**src/rtl/mux_stream_n.sv**
```systemverilog
// N-input stream multiplexer: a select token picks one source channel and the chosen
// word (or ERR_VAL for an out-of-range select) is queued in a 2-entry skid buffer.
module mux_stream_n #(
  parameter int          WIDTH   = 32,
  parameter int          NUM_IN  = 8,
  parameter int          SEL_W   = $clog2(NUM_IN),
  parameter logic [31:0] ERR_VAL = 32'd1234567890
) (
  input  logic                    clk,
  input  logic                    reset,
  input  logic [SEL_W-1:0]        sel,
  input  logic                    sel_valid,
  output logic                    sel_ready,
  input  logic [NUM_IN*WIDTH-1:0] in_data,
  input  logic [NUM_IN-1:0]       in_valid,
  output logic [NUM_IN-1:0]       in_ready,
  output logic [WIDTH-1:0]        out_data,
  output logic [SEL_W-1:0]        out_sel,
  output logic                    out_err,
  output logic                    out_valid,
  input  logic                    out_ready
);

  // Handshake rule for every port pair: a transfer happens on a rising edge where
  // valid and ready are both high; valid never waits on ready from this block.

  localparam logic [1:0] ST_EMPTY = 2'd0;
  localparam logic [1:0] ST_ONE   = 2'd1;
  localparam logic [1:0] ST_FULL  = 2'd2;

  localparam int               EW       = WIDTH + SEL_W + 1;
  localparam logic [WIDTH-1:0] ERR_WORD = WIDTH'(ERR_VAL);

  // Buffer entries are packed as {err, tag, data}; head_q is the word on the outputs.
  logic [1:0]    count_q, count_d;
  logic [EW-1:0] head_q, head_d;
  logic [EW-1:0] tail_q, tail_d;

  logic [WIDTH-1:0] sel_word;
  logic             sel_in_valid;
  logic             oor;
  logic             full;
  logic             fire;
  logic             pop;
  logic [EW-1:0]    push_entry;

  always_comb begin
    sel_word     = '0;
    sel_in_valid = 1'b0;
    for (int i = 0; i < NUM_IN; i++) begin
      if (sel == SEL_W'(i)) begin
        sel_word     = in_data[i*WIDTH +: WIDTH];
        sel_in_valid = in_valid[i];
      end
    end
  end

  // Widened compare so NUM_IN == 2**SEL_W still fits the constant.
  assign oor  = ({1'b0, sel} >= (SEL_W + 1)'(NUM_IN));
  assign full = (count_q == ST_FULL);
  // Tokens are never consumed while reset is held, so the source sees no stray ready.
  assign fire = !reset && sel_valid && !full && (oor || sel_in_valid);
  assign pop  = (count_q != ST_EMPTY) && out_ready;

  assign sel_ready  = fire;
  assign push_entry = oor ? {1'b1, sel, ERR_WORD} : {1'b0, sel, sel_word};

  always_comb begin
    in_ready = '0;
    for (int i = 0; i < NUM_IN; i++) begin
      in_ready[i] = fire && !oor && (sel == SEL_W'(i));
    end
  end

  always_comb begin
    count_d = count_q;
    head_d  = head_q;
    tail_d  = tail_q;
    case (count_q)
      ST_EMPTY: begin
        if (fire) begin
          head_d  = push_entry;
          count_d = ST_ONE;
        end
      end
      ST_ONE: begin
        if (fire && !pop) begin
          tail_d  = push_entry;
          count_d = ST_FULL;
        end else if (fire && pop) begin
          head_d = push_entry;
        end else if (pop) begin
          count_d = ST_EMPTY;
        end
      end
      ST_FULL: begin
        if (pop) begin
          head_d  = tail_q;
          count_d = ST_ONE;
        end
      end
      default: count_d = ST_EMPTY;
    endcase
  end

  always_ff @(posedge clk) begin
    if (reset) begin
      count_q <= ST_EMPTY;
      head_q  <= '0;
      tail_q  <= '0;
    end else begin
      count_q <= count_d;
      head_q  <= head_d;
      tail_q  <= tail_d;
    end
  end

  assign out_valid = (count_q != ST_EMPTY);
  assign {out_err, out_sel, out_data} = head_q;

endmodule

```
**config.mk**
```make
export PLATFORM = sky130hd
export DESIGN_NAME = mux_stream_n
export DESIGN_NICKNAME = d
export VERILOG_FILES = /design/src/rtl/mux_stream_n.sv
export SDC_FILE = /design/constraint.sdc
export NUM_CORES = 1
export LEC_CHECK = 0
export ABC_AREA = 1
export BUFFER_PORTS_ARGS = -buffer_cell sky130_fd_sc_hd__buf_2
export CAP_MARGIN = 20
export CORE_MARGIN = 5
export CORE_UTILIZATION = 32
export CTS_CLUSTER_SIZE = 28
export DETAILED_ROUTE_END_ITERATION = 12
export PLACE_DENSITY_LB_ADDON = 0.05
export SLEW_MARGIN = 5
export SYNTH_ARGS = -nofsm -noshare
export SYNTH_HDL_FRONTEND = slang
export SYNTH_SLANG_ARGS = --single-unit
```
**constraint.sdc**
```tcl
create_clock -name clk -period 1.7 [get_ports clk]
set_input_delay 0.34 -clock clk [delete_from_list [all_inputs] [get_ports clk]]
set_output_delay 0.34 -clock clk [all_outputs]
set_load 0.02 [all_outputs]
```
After elaboration in Yosys (flattened, before gate mapping)

Cells that the tools add are included.
Widths: inputs -> output; s select.

Equal/unequal tests: 15
Reduce and logical (&&, ||, !) cells: 24
Mux-type cells: 27

Operator list:

| cell               | number |
|---|---|
| $mux 32            | 8 |
| $mux 36            | 4 |
| $pmux 36 s3        | 1 |
| $logic_and 1x1->1  | 14 |
| $eq 3x3->1 const B | 4 |
| $mux 2             | 5 |
| $mux 1             | 8 |
| $eq 3x2->1 const B | 2 |
| $ne 2x2->1 const B | 3 |
| $ne 3x3->1 const B | 2 |
| $pmux 2 s3         | 1 |
| $reduce_and 5->1   | 1 |
| $reduce_and 4->1   | 1 |
| $eq 3x1->1 const B | 1 |
| $logic_not 1->1    | 3 |
| $logic_not 3->1    | 1 |
| $reduce_bool 3->1  | 1 |
| $eq 2x1->1 const B | 1 |
| $eq 2x2->1 const B | 1 |
| $logic_not 2->1    | 1 |
| $ne 2x1->1 const B | 1 |
| $reduce_and 2->1   | 1 |
| $reduce_bool 2->1  | 1 |

Input port bits: 271
Word-level logic and storage cells: 69
Bits in registers: 73
Output and inout bits: 46

Depth between registers and ports, before layout

Gate-level depths: netlist of the first run.

Word-level depth: 14
Depth in mapped cells: 15

Worst setup path before layout of the first run

OpenSTA, ideal clock, no wires.

Kind: input -> output
Start: input port sel[0]
End: output port in_ready[0]
Path slack: -0.514 ns
Path buffers: 3
Stages on the path: 10
Arrival: 1.874 ns
Cells stage by stage: buf_4 > inv_1 > buf_2 > nand4_1 > nand3_1 > nor2_1 > nand4_1 > nand2_1 > buf_4 > nor4_1

Cells in the longest elaborated chain, start to end: 11
Elaborated cells between the ends (all ways): 18

Ends and longest elaborated chain:

| what                  | RTL line | RTL |
|---|---|---|
| from (decl)           | 11       | `input logic [SEL_W-1:0] sel,` |
| $logic_not 3->1       | 51, 71   |  |
| $mux 1 (8 in a row)   | 51       | `if (sel == SEL_W'(i)) begin` |
| $logic_and 1x1->1     | 62       | `assign fire = !reset && sel_valid && !full && (oor \|\| sel_in_valid);` |
| $logic_and 1x1->1 (*) | 71       | `in_ready[i] = fire && !oor && (sel == SEL_W'(i));` |
| to (decl)             | 16       | `output logic [NUM_IN-1:0] in_ready,` |

Mark *: on every way between the ends. The rest lies on a longest branch, timed or not.

Final worst setup path of the first run

Start: input port sel[0]
End: output port in_ready[4]

Cells in the longest elaborated chain, start to end: 11
Elaborated cells between the ends (all ways): 18

Ends and longest elaborated chain:

| what                  | RTL line |
|---|---|
| $logic_not 3->1       | 51 |
| $mux 1 (8 in a row)   | 51 |
| $logic_and 1x1->1     | 62 |
| $logic_and 1x1->1 (*) | 71 |

Marks and branches as above.

==> run_results.csv, run 1 <==
group,metric,value,unit
hold_path,hold_class,"in -> reg",
floorplanning,fp.dieH,141,µm
setup_path,worst_setup_path_start_kind,"input pin",
final_layout,stdcell_count,1587,
yosys,syn_nets,1267,
final_layout,drive_above_1_share,0.404,
global_route,grt_pass1_wl,41.3,mm
setup_path,crit_required,1.36,ns
yosys,syn-cell-area,5530,µm²
global_route,antenna_found_initial,10,
clock_network,cts_buffers,9,
clock_network,htreeDepth,3,
yosys,netlist_top_cells_count,"nand2_1, nor2_1, nand4_1, inv_1, nand3_1",
yosys,synth_edf_count,0,
pwr,swShare,0.314,
yosys,ys_async_sr_fraction,0,
floorplanning,core,17100,µm²
timing,fin_crit,1.92,ns
detailed_routing,wl_per_cell,17.3,µm
place,dpl.cell_count,1530,
timing,finalHoldViolCount,0,
timing,setup_violations,39,
yosys,syn_area_per_cell,5.55,µm²
timing,hold_slack,0.303,ns
yosys,synth_ff_type,"dfxtp_1",
pwr,combPwrFrac,0.305,
final_layout,final_util,0.527,
yosys,ys_ff_latch,72,
detailed_routing,totalWireLength,27.5,mm
pwr,leakage,0.00455,µW
timing,rsz0062_at_grt,"yes",
final_layout,design_area,9020,µm²
setup_path,cpPeakStageDelay,0.16,ns
final_layout,area.growth.synth_to_final,63.2,%
setup_path,path_class,"in -> out",
yosys,synth_most_common_cell,"nand2_1",
floorplanning,die_w,141,µm
global_route,grt_pass1_vias,7557,
floorplanning,ioPinCount,317,
run_status,status,"complete, but fails checks",
timing,relSlewSlack,0.564,
yosys,yosys_warnings,0,
detailed_routing,ant_nets,0,
global_route,grt-ovfl-total,0,
clock_network,ctsHoldBuffers,0,
run_status,violations,"setup timing",
setup_path,critical-path-top-delay-family,"buffers and inverters",
detailed_routing,dr_total_vias,7840,
setup_path,cp_slowest_cell,"buf_12",
yosys,synth.distinct_cells,26,
floorplanning,die_area,20000,µm²
clock_network,cts_tree,"done",
place,dp_hpwl,20.5,mm
timing,timing.fmax,521,MHz
floorplanning,num_rows,48,
clock_network,cts.path.max_buffers,2,
place,gp_congestion,0.939,
clock_network,path_clk_slew,0.06,ns
global_route,grt.total_usage,0.262,
setup_path,path_cells,"buf_12 > buf_6 > nor2_4 > nand3_2 > nand3_2 > nor2_1 > nand4_1 > nand2_2 > buf_12 > buf_8 > nor2_4 > buf_6",
detailed_routing,via_per_inst,4.94,
pwr,max-vdd-ir-drop,0.588,mV
setup_path,end_kind,"primary output",
yosys,yosysTopAreaCellShare,0.261,
pwr,switching_power,1720,µW
setup_path,crit_arrival,1.58,ns
place,place_area,7770,µm²
pwr,clkPwrFrac,0.369,
yosys,yosysTopAreaCell,"dfxtp_1",
final_layout,fin_nets,1619,
yosys,synth.area.top_cells,"dfxtp_1, nand2_1, nand4_1",
place,port_buffers,315,
setup_path,cp_max_fo,6,
place,pre_cts_ws,-0.390,ns
clock_network,clkSinkCount,72,
timing,maxSlewViolCount,0,
detailed_routing,drt_iter0_markers,471,
clock_network,cts-root-buf,"clkbuf_16",
detailed_routing,drc,0,
yosys,syn-instance-count,996,
timing,layout_setup_ws,-0.220,ns
global_route,grt_max_degree,50,
yosys,synth-seq-area-share,0.261,
pwr,p_int,3750,µW
pwr,seqPwrFrac,0.326,
timing,worst_pin_slew,0.651,ns
timing,post-route-period-util,1.13,
floorplanning,start_util,0.323,
job,cap_violations,0,
pwr,powerDensity,606,nW/µm²
clock_network,insertion_delay,0.34,ns
setup_path,critPathBufInv,5,
timing,skew,0.00423,ns
detailed_routing,dr.pass1.iters,5,
worst min-delay path, stage by stage:
cell,delay [ns]
buf_2,0.10
or2_2,0.10
a21oi_1,0.05
cell type report:
type / count / area, µm²
timing repair buffer: 416 / 2790
tap: 225 / 282
multi-input combinational: 756 / 3780
clock inverter: 6 / 83.8
antenna: 9 / 22.5
clock buffer: 10 / 229
inverter: 93 / 380
fill: 1848 / 8100
sequential: 72 / 1440
logic make-up (layout without fill, tap and decap cells):
logic type | Yosys count | after routing | share of synthesized area
flops | 72 | 72 | 0.261
simple gates | 703 | 703 | 0.561
compound gates | 52 | 52 | 0.0482
other cells | 1 | 10 | 0.000679
buf+inv | 168 | 525 | 0.130
state kept, by name (all words and copies together) (netlist names):
name     count
count_q      2
head_q      35
tail_q      35
metrics by stage:
stage / setup TNS, ns / power (µW)
floorplan: -3.73 / 2580
global placement: -22.66 / 3290
detailed placement: -25.72 / 3290
CTS: -1.91 / 5390
global route: -10.58 / 5770
finish: -4.24 / 5470
power by group through the flow:
stage	Combinational, µW	Clock, µW	Sequential [µW]
after detailed placement	1470	0	1820
after global placement	1470	0	1820
after CTS	1550	2060	1780
after floorplan	686	0	1890
after global routing	1840	2130	1790
final	1670	2020	1780
worst paths after layout:
check | start | slack [ns] | to | cells after the start
max | sel[0] | -0.22 | in_ready[4] | 12
max reg2reg | count_q[1] | -0.12 | head_q[28] | 14
min reg2reg | tail_q[8] | 0.46 | tail_q[8] | 2
min | out_ready | 0.30 | count_q[1] | 3
what timing repair did:
item                       CTS  global route
buffers inserted            11            13
setup endpoints to repair   28            80
gates resized for setup     57            99
gates cloned                 2             9
pin swaps                   10            25
layer usage:
layer  GRT usage  routed length, µm
met5           0                 14
met4       0.107                912
met3      0.0617               1910
met2       0.456              13600
met1       0.309              11000
cell usage in the layout (no fill, tap or decap), types with 4 or more instances in the layout:
cell	Yosys	routed
nand4_1	106	106
inv_1	85	84
buf_4	9	61
dfxtp_1	72	70
clkbuf_16	0	16
nor2_2	0	11
nor2_4	1	10
diode_2	0	9
a21oi_1	47	24
or2_2	10	10
inv_2	6	4
nand2_2	2	27
nand3_1	82	71
buf_6	4	23
buf_2	16	303
nand2_1	337	309
buf_8	0	9
a21oi_2	0	23
nand3_2	0	11
nor2_1	152	132
nor4_4	0	4
o21ai_0	4	4
buf_12	0	12
No activity file was read; power rests on OpenSTA's default activity.
==> run 2, diff against run 1 <==
--- a/config.mk
+++ b/config.mk
@@ -9,9 +9,10 @@
 export BUFFER_PORTS_ARGS = -buffer_cell sky130_fd_sc_hd__buf_2
 export CAP_MARGIN = 20
 export CORE_MARGIN = 5
-export CORE_UTILIZATION = 32
+export CORE_UTILIZATION = 41
 export CTS_CLUSTER_SIZE = 28
 export DETAILED_ROUTE_END_ITERATION = 12
+export GPL_ROUTABILITY_DRIVEN = 1
 export PLACE_DENSITY_LB_ADDON = 0.05
 export SLEW_MARGIN = 5
 export SYNTH_ARGS = -nofsm -noshare
==> run 2 against run 1 <==
Net effect: the flow still finishes with violations (setup timing); sequential share of layout area is 1.0 points higher; sequential power hardly changed; design area is 5.9% lower; clock skew is 0.0045 ns higher; critical path depth is 2 lower; register-to-register slack worse by 0.03 ns; largest power group unchanged; die area is 20% lower; via count is 2.5% lower; critical endpoint is now sel_ready.
==> run_results.csv, run 2 (same netlist as run 1, synthesis figures left out) <==
group,metric,value,unit
run_status,status,"complete, but fails checks",
run_status,violations,"setup timing",
pwr,leakage,0.00438,µW
pwr,powerDensity,635,nW/µm²
floorplanning,core,13200,µm²
clock_network,path_clk_slew,0.06,ns
detailed_routing,dr_total_vias,7646,
final_layout,area.growth.synth_to_final,53.5,%
place,gp_congestion,0.958,
pwr,combPwrFrac,0.289,
setup_path,r2r-end,"head_q[8]",
timing,layout_setup_ws,-0.261,ns
pwr,p_total,5380,µW
clock_network,clkSinkCount,72,
detailed_routing,via_per_inst,5.09,
floorplanning,die_w,126,µm
setup_path,crit_arrival,1.62,ns
global_route,antenna_found_initial,2,
timing,timing.fmax,510,MHz
clock_network,ctsHoldBuffers,0,
setup_path,cp_max_fo,6,
place,dp_hpwl,18.8,mm
floorplanning,ioPinCount,317,
setup_path,path_class,"in -> out",
final_layout,layout_commonest_cell,"nand2_1",
pwr,switching_power,1660,µW
global_route,grt_max_degree,43,
clock_network,cts_buffers,9,
global_route,grt_pass1_vias,7207,
floorplanning,start_util,0.417,
setup_path,worst_setup_path_start_kind,"input pin",
setup_path,end_kind,"primary output",
clock_network,htreeDepth,3,
global_route,grt-ovfl-total,0,
timing,setup_violations,45,
detailed_routing,dr.pass1.iters,5,
hold_path,hold_end,"count_q[1]",
job,cap_violations,0,
floorplanning,num_rows,42,
pwr,p_int,3720,µW
setup_path,r2r_slack,-0.15,ns
detailed_routing,wl_per_cell,16.6,µm
clock_network,cts-root-buf,"clkbuf_16",
global_route,use_met3,0.0703,
place,port_buffers,315,
setup_path,reg2reg_from,"count_q[1]",
global_route,grt_pass1_wl,37.4,mm
hold_path,hold_class,"in -> reg",
final_layout,top_regs,"head_q (35), tail_q (35), count_q (2)",
detailed_routing,totalWireLength,24.9,mm
detailed_routing,drt_iter0_markers,564,
clock_network,insertion_delay,0.34,ns
hold_path,hold_depth,3,
floorplanning,fp.dieH,126,µm
final_layout,mostFrequentLayoutCells,"nand2_1, buf_2, nor2_1",
pwr,max-vdd-ir-drop,0.472,mV
setup_path,crit_required,1.36,ns
timing,skew,0.00878,ns
pwr,swShare,0.308,
hold_path,hp-start,"out_ready",
setup_path,rr_worst_depth,13,
final_layout,fin_nets,1590,
setup_path,cp-startpoint,"sel[1]",
clock_network,cts_tree,"done",
pwr,clkPwrFrac,0.379,
pwr,seqPwrFrac,0.331,
global_route,top_usage_layer,"met2",
floorplanning,die_area,15900,µm²
global_route,use_met2,0.531,
timing,finalHoldViolCount,0,
place,pre_cts_ws,-0.405,ns
timing,post-route-period-util,1.15,
timing,maxSlewViolCount,0,
global_route,grt.total_usage,0.292,
detailed_routing,ant_nets,0,
timing,fin_crit,1.96,ns
final_layout,drive_above_1_share,0.357,
clock_network,cts.path.max_buffers,2,
detailed_routing,drc,0,
timing,rsz0062_at_grt,"yes",
global_route,use_met1,0.334,
-- run 2: cell count changes in the layout (fill, tap and decap cells not counted), moves of 9 or more --
cell and delta:
nand3_2 -9, nand2_1 +26, a21oi_1 +14, buf_6 -10, buf_4 -12, nand3_1 +9, nand2_2 -26, a21oi_2 -14
-- run 2: how the worst max path moves through the flow --
stage                             end  slack [ns]  cells past startpoint
after detailed placement  in_ready[2]       -0.41                     11
after global routing      in_ready[1]       -0.33                     11
after global placement    in_ready[2]       -0.38                     11
after floorplan           in_ready[2]       -0.19                      8
final                       sel_ready       -0.26                     10
after CTS                 in_ready[4]       -0.22                     11
-- run 2: area by class of cell --
cell class | count | area (µm²)
Timing Repair Buffer | 386 | 2470
Clock inverter | 5 | 81.3
Inverter | 93 | 372
Fill cell | 1332 | 4760
Sequential cell | 72 | 1440
Antenna cell | 2 | 5.00
Clock buffer | 10 | 239
Tap cell | 176 | 220
Multi-Input combinational cell | 757 | 3650
-- run 2: metal layers --
| metal | wire length [µm] | share of wire | vias up |
|---|---|---|---|
| met2 | 12600 | 0.51 | 336 |
| met4 | 824 | 0.033 | 0 |
| met3 | 1870 | 0.075 | 50 |
| met5 | 0 | 0 | - |
| li1 | - | - | 3862 |
| met1 | 9600 | 0.39 | 3398 |
-- run 2: through the flow --
step | utilization | cell area [µm²] | TNS, ns | std cells | hold WS (ns)
after global placement | 0.573 | 7580 | -21.39 | 1470 | 0.447
after floorplan | - | 5650 | -3.73 | 996 | 0.440
after global routing | 0.640 | 8480 | -11.42 | 1501 | 0.323
final | 0.640 | 8480 | -6.89 | 1501 | 0.307
after CTS | 0.609 | 8060 | -3.76 | 1487 | 0.302
after detailed placement | 0.573 | 7580 | -24.30 | 1470 | 0.452
-- run 2: repair_timing --
action / in CTS / in global routing
pin swaps: 3 / 10
endpoints found under the setup margin: 9 / 80
endpoints found under the hold margin: 0 / 0
gates cloned: 1 / 11
buffers inserted: 1 / 1
resized for setup: 36 / 49
-- run 2: power by group through the flow --
stage / Combinational [µW] / Sequential (µW) / Clock, µW
6_report: 1560 / 1780 / 2040
5_1_grt: 1710 / 1790 / 2150
4_1_cts: 1460 / 1780 / 2070
3_5_place_dp: 1420 / 1820 / 0
3_3_place_gp: 1420 / 1820 / 0
2_1_floorplan: 686 / 1890 / 0
-- run 2: worst max-delay path: stages --
cell       delay, ns
buf_4           0.15
buf_4           0.14
nand4_1         0.11
nand3_2         0.08
nor2_1          0.08
nand4_1         0.10
nand2_2         0.12
bufbuf_16       0.29
clkinv_8        0.07
buf_6           0.13
==> run 3, diff against run 2 <==
--- a/config.mk
+++ b/config.mk
@@ -9,7 +9,7 @@
 export BUFFER_PORTS_ARGS = -buffer_cell sky130_fd_sc_hd__buf_2
 export CAP_MARGIN = 20
 export CORE_MARGIN = 5
-export CORE_UTILIZATION = 41
+export CORE_UTILIZATION = 31
 export CTS_CLUSTER_SIZE = 28
 export DETAILED_ROUTE_END_ITERATION = 12
 export GPL_ROUTABILITY_DRIVEN = 1
==> run 3 against run 2 <==
Net effect: the flow still finishes with violations (setup timing); global-route usage decreased by 3.4 points; sequential power about the same; die area increased by 30%; hold slack improved by 0.028 ns; first-iteration DRC count decreased by 6.9%; combinational power increased by 12%; sequential share of layout area decreased by 1.2 points; clock power decreased by 6%; routed wire length increased by 11%; final cell count increased by 6.1%; critical endpoint is now in_ready[5]; largest power group unchanged.
==> run_results.csv, run 3 (same netlist as run 1, synthesis figures left out) <==
group,metric,value,unit
run_status,status,"complete, but fails checks",
run_status,violations,"setup timing",
timing,setup_violations,52,
final_layout,mostFrequentLayoutCells,"buf_2, nand2_1, nor2_1",
pwr,seqPwrFrac,0.328,
pwr,switching_power,1720,µW
final_layout,regArea,1440,µm²
timing,finalHoldViolCount,0,
setup_path,path_cells,"buf_8 > inv_1 > buf_6 > nand4_1 > nand3_2 > nor2_2 > nand4_1 > nand2_2 > buf_8 > nor4_4 > buf_4",
global_route,grt_max_degree,43,
final_layout,fillers,1854,
detailed_routing,wl_per_cell,17.4,µm
setup_path,cp_max_fo,7,
place,gp_congestion,0.951,
timing,fin_crit,1.99,ns
clock_network,clkSinkCount,72,
floorplanning,die_w,144,µm
pwr,max-vdd-ir-drop,0.560,mV
clock_network,cts_buffers,9,
floorplanning,fp.dieH,144,µm
timing,rsz0062_at_grt,"yes",
floorplanning,num_rows,48,
timing,skew,0.00349,ns
floorplanning,start_util,0.317,
global_route,grt_pass1_vias,7596,
global_route,antenna_found_initial,10,
final_layout,multiInputGateArea,3840,µm²
place,dp_hpwl,20.6,mm
pwr,leakage,0.00457,µW
clock_network,cts.path.max_buffers,2,
global_route,grt-ovfl-total,0,
final_layout,layout_commonest_cell,"buf_2",
timing,tns,-5.92,ns
clock_network,cts_tree,"done",
pwr,p_int,3720,µW
detailed_routing,dr_total_vias,7810,
place,port_buffers,315,
setup_path,path_class,"in -> out",
job,cap_violations,0,
setup_path,crit_arrival,1.65,ns
timing,layout_setup_ws,-0.287,ns
clock_network,htreeDepth,3,
final_layout,top_regs,"head_q (35), tail_q (35), count_q (2)",
setup_path,crit_required,1.36,ns
detailed_routing,totalWireLength,27.7,mm
global_route,grt_pass1_wl,41.1,mm
final_layout,final_util,0.522,
timing,post-route-period-util,1.17,
detailed_routing,drt_iter0_markers,525,
floorplanning,die_area,20600,µm²
detailed_routing,ant_nets,0,
pwr,powerDensity,598,nW/µm²
timing,timing.fmax,503,MHz
final_layout,drive_above_1_share,0.406,
final_layout,fin_nets,1624,
final_layout,area.growth.synth_to_final,64.5,%
place,dpl.cell_count,1533,
floorplanning,ioPinCount,317,
final_layout,design_area,9090,µm²
final_layout,stdcell_count,1592,
detailed_routing,drc,0,
setup_path,cp_slowest_cell,"buf_4",
timing,maxSlewViolCount,0,
timing,hold_slack,0.335,ns
hold_path,hold_class,"in -> reg",
setup_path,worst_setup_path_start_kind,"input pin",
global_route,grt.total_usage,0.258,
pwr,combPwrFrac,0.321,
pwr,swShare,0.316,
detailed_routing,dr.pass1.iters,5,
clock_network,insertion_delay,0.33,ns
place,place_area,7750,µm²
floorplanning,core,17400,µm²
pwr,clkPwrFrac,0.352,
clock_network,path_clk_slew,0.06,ns
setup_path,cpPeakStageDelay,0.18,ns
setup_path,end_kind,"primary output",
detailed_routing,via_per_inst,4.91,
clock_network,cts-root-buf,"clkbuf_16",
-- run 3: cell types whose count changed in the layout (fill, tap and decap cells not counted), moves of 4 or more --
cell / change
nand2_1: -44
nand2_4: +10
buf_16: +5
diode_2: +7
nor2_4: +4
nand2_2: +34
nor2_2: +4
nor2_1: -8
buf_4: +26
-- run 3: layout make-up --
| type | instances | share of cell area |
|---|---|---|
| Clock inverter | 3 | 0.00440 |
| Timing Repair Buffer | 420 | 0.312 |
| Sequential cell | 72 | 0.159 |
| Clock buffer | 13 | 0.0286 |
| Multi-Input combinational cell | 757 | 0.422 |
| Tap cell | 225 | 0.0310 |
| Inverter | 93 | 0.0403 |
| Antenna cell | 9 | 0.00248 |
-- run 3: final timing paths --
kind	start	endpoint	slack, ns	cells after the start
min reg2reg	tail_q[10]	tail_q[10]	0.46	2
max	sel[0]	in_ready[5]	-0.29	11
max reg2reg	count_q[0]	head_q[7]	0.02	11
min	out_ready	count_q[1]	0.34	3
-- run 3: metrics by stage --
| stage | total power (µW) | worst slack [ns] |
|---|---|---|
| 6_report | 5440 | -0.287 |
| 5_1_grt | 5770 | -0.364 |
| 4_1_cts | 5360 | -0.267 |
| 3_5_place_dp | 3290 | -0.455 |
| 3_3_place_gp | 3290 | -0.449 |
| 2_1_floorplan | 2580 | -0.188 |
-- run 3: repair_timing --
action                                  in CTS  in global routing
buffers inserted                            21                  5
cloned                                       8                  8
pin swaps                                   11                 33
hold buffers                                 0                  0
resized for setup                           63                100
endpoints found under the setup margin      73                 81
-- run 3: power groups by stage --
stage	Clock, µW	Sequential (µW)	Combinational (µW)
floorplan	0	1890	686
detailed placement	0	1820	1470
global placement	0	1820	1470
global route	2060	1790	1910
CTS	1950	1780	1630
finish	1910	1780	1740
-- run 3: critical path, delay by kind of cell --
kind | cells | cell delay (ns)
buffers and inverters | 5 | 0.69
and+or+nand+nor | 6 | 0.60
-- run 3: per-layer routing --
layer / vias to the layer above / GRT usage / routed length, µm
li1: 3942 / - / -
met1: 3546 / 0.298 / 10800
met2: 271 / 0.466 / 14100
met3: 47 / 0.0662 / 2170
met4: 4 / 0.0768 / 632
met5: - / 0 / 23
